## config.mk

```make
export PLATFORM = sky130hd
export DESIGN_NAME = fc_state_rx_mc
export DESIGN_NICKNAME = d
export VERILOG_FILES = /design/src/rtl/fc_state_rx_mc.sv
export SDC_FILE = /design/constraint.sdc
export NUM_CORES = 1
export LEC_CHECK = 0
export CAP_MARGIN = 20
export CORE_MARGIN = 4
export CORE_UTILIZATION = 48
export CTS_BUF_LIST = sky130_fd_sc_hd__clkbuf_16
export DETAILED_ROUTE_END_ITERATION = 10
export GPL_ROUTABILITY_DRIVEN = 0
export PLACE_DENSITY = 0.77
export RECOVER_POWER = 50
export SETUP_SLACK_MARGIN = 0.05
export SYNTH_ARGS = -nofsm -noshare
export SYNTH_HDL_FRONTEND = slang
export SYNTH_SLANG_ARGS = --single-unit
```

## constraint.sdc

```tcl
create_clock -name clk -period 3.6 [get_ports clk]
set_input_delay 0.72 -clock clk [delete_from_list [all_inputs] [get_ports clk]]
set_output_delay 0.72 -clock clk [all_outputs]
set_load 0.02 [all_outputs]
```

## src/rtl/fc_state_rx_mc.sv

```systemverilog
// Multi-lane Fibre Channel port-state receiver. Each lane decodes its incoming primitives and
// tracks its link state, activity hold-off, loss-of-sync timer and failure count on its own.

package fc;

  typedef enum logic [3:0] {
    StOl1, StOl2, StOl3, StLr1, StLr2, StLr3, StLf1, StLf2, StAc
  } state_t;

  typedef enum logic [2:0] {
    PrimNone, PrimIdle, PrimArbff, PrimOls, PrimNos, PrimLr, PrimLrr
  } prim_t;

  // Ordered sets are K28.5 in the top byte followed by three data characters.
  function automatic prim_t map_primitive(input logic [31:0] word);
    prim_t prim;
    case (word)
      32'hBC95_B5B5: prim = PrimIdle;
      32'hBC94_FFFF: prim = PrimArbff;
      32'hBC35_8A55: prim = PrimOls;
      32'hBC55_BF45: prim = PrimNos;
      32'hBC49_BF49: prim = PrimLr;
      32'hBC35_BF49: prim = PrimLrr;
      default:       prim = PrimNone;
    endcase
    return prim;
  endfunction

endpackage

module fc_state_rx_mc #(
  parameter int unsigned NUM_CH     = 2,
  parameter int unsigned OL1_DELAY  = 531250,
  parameter int unsigned IDLE_MIN   = 6,
  parameter int unsigned LOS_CYCLES = 1024
) (
  input  logic                     clk,
  input  logic                     reset,
  input  logic [32*NUM_CH-1:0]     data,
  input  logic [4*NUM_CH-1:0]      datak,
  input  logic [NUM_CH-1:0]        rx_sync,
  input  logic [NUM_CH-1:0]        online,
  input  logic [NUM_CH-1:0]        cnt_clear,
  output fc::state_t [NUM_CH-1:0]  state,
  output logic [NUM_CH-1:0]        is_active,
  output logic [NUM_CH-1:0]        state_chg,
  output logic [16*NUM_CH-1:0]     fail_cnt
);

  localparam int unsigned OlW   = $clog2(OL1_DELAY + 1);
  localparam int unsigned LosW  = $clog2(LOS_CYCLES + 1);
  localparam int unsigned HoldW = $clog2(IDLE_MIN + 1);

  localparam logic [OlW-1:0]   Ol1Load  = OlW'(OL1_DELAY);
  localparam logic [LosW-1:0]  LosMax   = LosW'(LOS_CYCLES);
  localparam logic [HoldW-1:0] HoldLoad = HoldW'(IDLE_MIN);

  for (genvar ch = 0; ch < NUM_CH; ch++) begin : g_lane
    fc::state_t       state_q, state_d, prev_q, table_state;
    fc::prim_t        prim;
    logic [OlW-1:0]   ol1_cnt_q, ol1_cnt_d;
    logic [LosW-1:0]  los_cnt_q, los_cnt_d;
    logic [HoldW-1:0] hold_q, hold_d;
    logic [15:0]      fail_cnt_q, fail_cnt_d;
    logic             online_q;
    logic             prim_valid, online_rise, los_trip, lf_entry;

    assign prim_valid  = (datak[4*ch +: 4] == 4'b1000) && rx_sync[ch];
    assign prim        = prim_valid ? fc::map_primitive(data[32*ch +: 32]) : fc::PrimNone;
    assign online_rise = online[ch] && !online_q && (state_q != fc::StOl1);
    assign los_trip    = (los_cnt_q == LosMax) && (state_q != fc::StOl1) &&
                         (state_q != fc::StLf2);

    always_comb begin
      table_state = state_q;
      case (prim)
        fc::PrimOls: begin
          if (state_q != fc::StOl1) begin
            table_state = fc::StOl2;
          end else if (online_q && (ol1_cnt_q == '0)) begin
            table_state = fc::StOl2;
          end
        end
        fc::PrimNos: table_state = fc::StLf1;
        fc::PrimLr: begin
          if ((state_q == fc::StOl3) || (state_q == fc::StLf2)) table_state = fc::StLf2;
          else                                                  table_state = fc::StLr2;
        end
        fc::PrimLrr: begin
          case (state_q)
            fc::StLf1, fc::StLf2, fc::StOl1: table_state = state_q;
            fc::StOl3:                       table_state = fc::StLf2;
            default:                         table_state = fc::StLr3;
          endcase
        end
        fc::PrimIdle, fc::PrimArbff: begin
          case (state_q)
            fc::StLr2, fc::StLr3: table_state = fc::StAc;
            fc::StOl3:            table_state = fc::StOl2;
            default:              table_state = state_q;
          endcase
        end
        default: table_state = state_q;
      endcase
    end

    always_comb begin
      state_d    = table_state;
      ol1_cnt_d  = Ol1Load;
      los_cnt_d  = '0;
      hold_d     = HoldLoad;
      fail_cnt_d = fail_cnt_q;

      if (online_rise) begin
        state_d = fc::StOl1;
      end else if (los_trip) begin
        state_d = fc::StLf2;
      end

      if ((state_q == fc::StOl1) && (ol1_cnt_q != '0)) ol1_cnt_d = ol1_cnt_q - 1'b1;
      else if (state_q == fc::StOl1)                    ol1_cnt_d = '0;

      if (!rx_sync[ch]) los_cnt_d = (los_cnt_q == LosMax) ? los_cnt_q : los_cnt_q + 1'b1;

      if ((state_q == fc::StAc) && (hold_q != '0)) hold_d = hold_q - 1'b1;
      else if (state_q == fc::StAc)                 hold_d = '0;

      lf_entry = ((state_d == fc::StLf1) || (state_d == fc::StLf2)) && (state_d != state_q);
      // Clear wins over a same-cycle failure entry.
      if (cnt_clear[ch]) begin
        fail_cnt_d = '0;
      end else if (lf_entry && (fail_cnt_q != 16'hFFFF)) begin
        fail_cnt_d = fail_cnt_q + 16'd1;
      end
    end

    always_ff @(posedge clk) begin
      if (reset) begin
        state_q    <= fc::StOl1;
        prev_q     <= fc::StOl1;
        ol1_cnt_q  <= Ol1Load;
        los_cnt_q  <= '0;
        hold_q     <= HoldLoad;
        online_q   <= 1'b0;
        fail_cnt_q <= '0;
      end else begin
        state_q    <= state_d;
        prev_q     <= state_q;
        ol1_cnt_q  <= ol1_cnt_d;
        los_cnt_q  <= los_cnt_d;
        hold_q     <= hold_d;
        online_q   <= online[ch];
        fail_cnt_q <= fail_cnt_d;
      end
    end

    assign state[ch]             = state_q;
    assign is_active[ch]         = !reset && (state_q == fc::StAc) && (hold_q == '0);
    assign state_chg[ch]         = !reset && (state_q != prev_q);
    assign fail_cnt[16*ch +: 16] = fail_cnt_q;
  end

endmodule

```

# After elaboration in Yosys (flattened, before gate mapping)
# Index checks and enable logic that the tools add are counted.
dict set report totals {
  regBits 118
  inputBits 80
  output_inout_bits 44
  elab_cells 157
}
dict set report op_classes {
  n_addsub 8
  eq_ne 52
  muxes 28
  n_reduce_logical 55
}
# op count
set op_table {}
lappend op_table {{$eq 32x32->1 const B} 12}
lappend op_table {{$mux 20} 4}
lappend op_table {{$eq 4x3->1 const B} 12}
lappend op_table {{$logic_not 20->1} 2}
lappend op_table {{$pmux 4 s5} 2}
lappend op_table {{$reduce_bool 20->1} 2}
lappend op_table {{$sub 20x1->20 const B} 2}
lappend op_table {{$pmux 3 s6} 2}
lappend op_table {{$add 16x1->16 const B} 2}
lappend op_table {{$mux 4} 8}
lappend op_table {{$ne 16x16->1 const B} 2}
lappend op_table {{$pmux 4 s2} 4}
lappend op_table {{$logic_and 1x1->1} 26}
lappend op_table {{$add 11x1->11 const B} 2}
lappend op_table {{$eq 11x11->1 const B} 2}
lappend op_table {{$eq 3x3->1 const B} 6}
lappend op_table {{$mux 3} 6}
lappend op_table {{$eq 4x4->1 const B} 4}
lappend op_table {{$ne 4x4->1} 4}
lappend op_table {{$reduce_or 2->1} 8}
lappend op_table {{$eq 3x2->1 const B} 4}
lappend op_table {{$eq 4x2->1 const B} 2}
lappend op_table {{$logic_not 4->1} 2}
lappend op_table {{$ne 4x3->1 const B} 2}
lappend op_table {{other kinds (9)} 21}

# Longest topological paths before layout
# Gate-level depths: netlist of run 1.
dict set report logic_depth {
  depth_word 12
  mapped_depth 15
  mapped_depth_nobuf 13
}

# Worst setup path after synthesis of run 1
# OpenSTA, ideal clock, no wires.
dict set report synth_path {
  kind {in2reg}
  start {input data[1]}
  end {register g_lane[0].fail_cnt_q[10]}
  setup_ps 132
  arrival_time_ps 3633
  t_required_ps 3468
  setup_slack_ps -165
  cell_stages 13
  n_path_buf 3
  cell_sequence {or4b_4 -> or2_0 -> or4_1 -> and3_1 -> buf_6 -> o31a_1 -> o21a_2 -> nor3_4 -> o311ai_2 -> buf_6 -> buf_2 -> o31ai_1 -> a21oi_1}
}
dict set report synth_via {
  elab_chain_len 12
  word_cells_on_any_way 24
  cone_classes {eq/ne (15); mux (5); reduce/logical (4)}
}
# element line_no
set synth_lines {}
lappend synth_lines {{start, declared} 39} ;# input logic [32*NUM_CH-1:0] data,
lappend synth_lines {{$eq 32x32->1} 17} ;# case (word)
lappend synth_lines {{$pmux 3 s6 (*)} 17}
lappend synth_lines {{$mux 3 (*)} 69} ;# assign prim = prim_valid ? fc::map_primitive(data[32*ch +: 32]) : fc::PrimNone;
lappend synth_lines {{$eq 3x1->1 or $eq 3x2->1 (tied branches)} 76} ;# case (prim)
lappend synth_lines {{$reduce_or 2->1} 76}
lappend synth_lines {{$pmux 4 s5 (*)} 76}
lappend synth_lines {{$mux 4 (*)} 116} ;# end else if (los_trip) begin
lappend synth_lines {{$mux 4 (*)} 114} ;# if (online_rise) begin
lappend synth_lines {{$eq 4x3->1} 128} ;# lf_entry = ((state_d == fc::StLf1) || (state_d == fc::StLf2)) && (state_d != state_q);
lappend synth_lines {{$logic_or 1x1->1} 128}
lappend synth_lines {{$logic_and 1x1->1 (*)} 128}
lappend synth_lines {{$logic_and 1x1->1 (*)} 132} ;# end else if (lf_entry && (fail_cnt_q != 16'hFFFF)) begin
lappend synth_lines {{end signal, assigned} 153} ;# fail_cnt_q <= fail_cnt_d;
lappend synth_lines {{end, declared} 64} ;# logic [15:0] fail_cnt_q, fail_cnt_d;
# Every way passes the cells marked *; elsewhere a longest branch is shown, timed or not.
# A chain may end at the register's enable or synchronous reset.

# Worst setup path after layout of run 1
dict set report layout_path {
  start {input data[35]}
  end {register g_lane[1].fail_cnt_q[10]}
}
dict set report layout_via {
  elab_chain_len 12
  word_cells_on_any_way 24
  cone_classes {eq/ne (15); mux (5); reduce/logical (4)}
}
# element line_no
set layout_lines {}
lappend layout_lines {{$eq 32x32->1} 17}
lappend layout_lines {{$pmux 3 s6 (*)} 17}
lappend layout_lines {{$mux 3 (*)} 69}
lappend layout_lines {{$eq 3x1->1 or $eq 3x2->1 (tied branches)} 76}
lappend layout_lines {{$reduce_or 2->1} 76}
lappend layout_lines {{$pmux 4 s5 (*)} 76}
lappend layout_lines {{$mux 4 (*)} 116}
lappend layout_lines {{$mux 4 (*)} 114}
lappend layout_lines {{$eq 4x3->1} 128}
lappend layout_lines {{$logic_or 1x1->1} 128}
lappend layout_lines {{$logic_and 1x1->1 (*)} 128}
lappend layout_lines {{$logic_and 1x1->1 (*)} 132}
lappend layout_lines {{end signal, assigned} 153}
lappend layout_lines {{end, declared} 64}
# Marked as above.

==> results.yml, run 1 <==
global_route:
  grt_pass1_wl_um: 32600
  antenna_found_initial: 0
  grt_pass1_vias: 7043
  gr-usage-all-layers_pct: 24.1
  overflow: 0
  grt_max_degree: 26
clocking:
  clock_latency_ns: 0.42
  cts_root_buf: "clkbuf_16"
  numCtsBuffers: 17
  htreeDepth: 4
  cts.sinks: 118
  clkTransAtPathRegs_ns: 0.05
  clockBufferDepth: 2
  ctsHoldBuffers: 0
  cts_tree: "done"
synthesis:
  synth_edf_count: 0
  synth_top_area_share_pct: 34.5
  postSynthAreaPerCell_um2: 7.93
  ys_async_sr_fraction_pct: 0
  ys_types: 75
  ys_ff_latch: 118
  synth_top_area_cell: "dfxtp_1"
  synthCells: 863
  synth_area_leaders: "dfxtp_1 (35%), nor2_1 (5.5%), xnor2_1 (5.0%)"
  synth.cell_area_um2: 6840
  synth-seq-area-share_pct: 34.5
  yosys_warnings: 0
  syn_nets: 956
  yosys_most_used_dff: "dfxtp_1"
placement:
  hpwlAfterDp_um: 13800
  port_buffers: 123
  dp_slack_ns: -0.679
  dp_cells: 1234
  place_area_um2: 8980
route:
  drtAntennaViolNets: 0
  drt-total-wl_um: 23100
  post_drt_wl_per_cell_um: 17.6
  routed-via-count: 7869
  drt_iter0_markers: 667
  drc: 0
  viasPerCell: 6.00
  drt-pass1-iter-count: 5
timing:
  fin_ws_ns: -0.00905
  post-route-period-util_pct: 100
  clock.fmax_mhz: 277
  slew_headroom_pct: 57.9
  finalHoldViolations: 0
  fin_tns_setup_ns: -0.0129
  slew_violations: 0
  skew_ns: 0.00536
  rsz0062_at_grt: "true"
  tightest_slew_ns: 0.625
  setup_viol: 2
  min_period_ns: 3.61
worst_setup_path:
  cp.required_ns: 3.95
  path_class: "in -> reg"
  crit_path_end_kind: "flop"
  startpoint_type: "primary input"
  crit_fanout: 6
  arrival_ns: 3.96
cells_and_area:
  nets: 1213
  drive_gt1_share_pct: 26.4
  stdcell_count: 1312
  final_cell_area_um2: 10700
  area_delta_synth_final_pct: 55.9
  multiInputGateArea_um2: 4910
  seq_area_um2: 2360
  fillers: 900
status:
  violations: "setup timing"
  status: "finished, violations left"
power_and_ir_drop:
  p_per_area_nw_per_um2: 313
  p_leak_nw: 4.27
  ir_worst_vdd_mv: 0.384
  finalPower_w: 0.00334
floorplanning:
  pin_count: 124
  dieArea_um2: 16200
  core_area_um2: 13900
  die_w_um: 127
  num_rows: 43
  die_h_um: 127
  initial_utilization_pct: 49.1
flow_run:
  drv_cap: 0
min_path:
  hold_class: "reg -> reg"
## final timing paths
path,end,slack (ns),start,cells past startpoint
worst min register to register,g_lane[1].hold_q[0],0.42,g_lane[1].hold_q[0],1
worst max register to register,g_lane[1].fail_cnt_q[10],0.15,g_lane[1].ol1_cnt_q[16],13
worst min-delay path,g_lane[1].hold_q[0],0.42,g_lane[1].hold_q[0],1
worst max-delay path,g_lane[1].fail_cnt_q[10],-0.009,data[35],14
## state kept, by name, indices dropped and copies added, names as in the netlist
register,count
g_lane.state_q,8
g_lane.fail_cnt_q,32
g_lane.los_cnt_q,22
g_lane.hold_q,6
g_lane.ol1_cnt_q,40
g_lane.online_q,2
g_lane.prev_q,8
## cell usage in the layout (no fill, tap or decap), drive strengths merged, types with 6 or more instances in the layout
master and count:
nor3b 6, or3 35, dlymetal6s2s 33, dlygate4sd3 27, nor2b 11, dlygate4sd2 8, o21ai 58, nor2 100
and3 12, or4 17, nor3 27, nor4 28, a21o 6, or2 11, inv 30, nand4 22
nand2 56, nand3 44, nand2b 17, xor2 21, xnor2 39, ha 13, o31ai 9, dfxtp 118
a21oi 56, clkbuf 28, clkdlybuf4s50 36, nand4b 9, buf 151
## layout make-up
class,count,area share [%]
Clock inverter,13,1.56
Sequential cell,118,22.1
Tap cell,180,2.11
Timing Repair Buffer,270,23.2
Antenna cell,1,0.0235
Clock buffer,17,3.99
Inverter,28,0.985
Multi-Input combinational cell,685,46.0
## stage by stage
stage	util, %	hold slack [ns]
final	76.6	0.416
after global routing	76.5	0.432
after CTS	71.5	0.415
after detailed placement	64.4	0.408
after global placement	64.4	0.405
after floorplan	-	0.396
## report_power, final
group	internal [W]	switching [W]	total [W]
clock network	0.00113	0.000591	0.00172
logic	0.000142	0.000124	0.000265
registers	0.00133	0.0000219	0.00135
total	0.00260	0.000736	0.00334
## logic make-up after synthesis
| group | Yosys count | share of synthesized area (%) |
|---|---|---|
| and+or+nand+nor | 427 | 34.6 |
| AOI/OAI and AO/OA | 180 | 16.4 |
| DFF | 118 | 34.5 |
| xor gates and xnor gates | 60 | 7.68 |
| buffers and inverters | 60 | 3.57 |
| adders and majority gates | 13 | 2.38 |
| muxes | 5 | 0.768 |
## worst max-delay path, cell delays in order
cell and delay [ns]:
dlymetal6s2s_1 0.19, or3_1 0.45, nor2_2 0.19, nand4_1 0.24, a21oi_1 0.23, buf_4 0.16, a211oi_1 0.07, o21ai_0 0.22
nand4_1 0.22, xnor2_2 0.31, o211ai_4 0.16, buf_12 0.17, or4_4 0.50, a21oi_2 0.13
## metal layers
metal | GRT usage, % | vias up | wire length, um
met4 | 8.45 | 0 | 840
met5 | 0 | - | 0
li1 | - | 3685 | -
met3 | 5.94 | 98 | 1440
met1 | 31.3 | 3697 | 9490
met2 | 38.9 | 389 | 11300
## Yosys cell counts (5+ instances only)
master / number
ha_1: 13
nor3_1: 25
nand2b_1: 17
or2_2: 10
o31ai_1: 8
or3_1: 35
nand3_1: 44
nor2_1: 100
or4_1: 17
a211oi_1: 5
clkbuf_1: 24
o21ai_0: 58
a21oi_1: 56
nand4b_1: 9
xnor2_1: 39
xor2_1: 21
nand4_1: 22
nor3b_1: 6
nor2b_1: 11
inv_1: 28
dfxtp_1: 118
nand3b_1: 5
a21o_1: 6
and3_1: 12
nor4_1: 26
nand2_1: 56
## timing repair
action	CTS	global route
cloned	2	2
endpoints found under the setup margin	32	32
setup buffers	21	25
pin swaps	25	68
resized for setup	86	142
Note: power is estimated with default switching activity, not from simulation.
==> run 2: changes to the inputs <==
- HOLD_SLACK_MARGIN: not set -> 0.08
==> results of run 2 <==
The final DEF is identical to that of run 1; final timing and power are the same.
==> run 3: changes to the inputs <==
- GPL_ROUTABILITY_DRIVEN: 0 -> not set
==> results of run 3 <==
The final DEF is identical to that of run 1; final timing and power are the same.
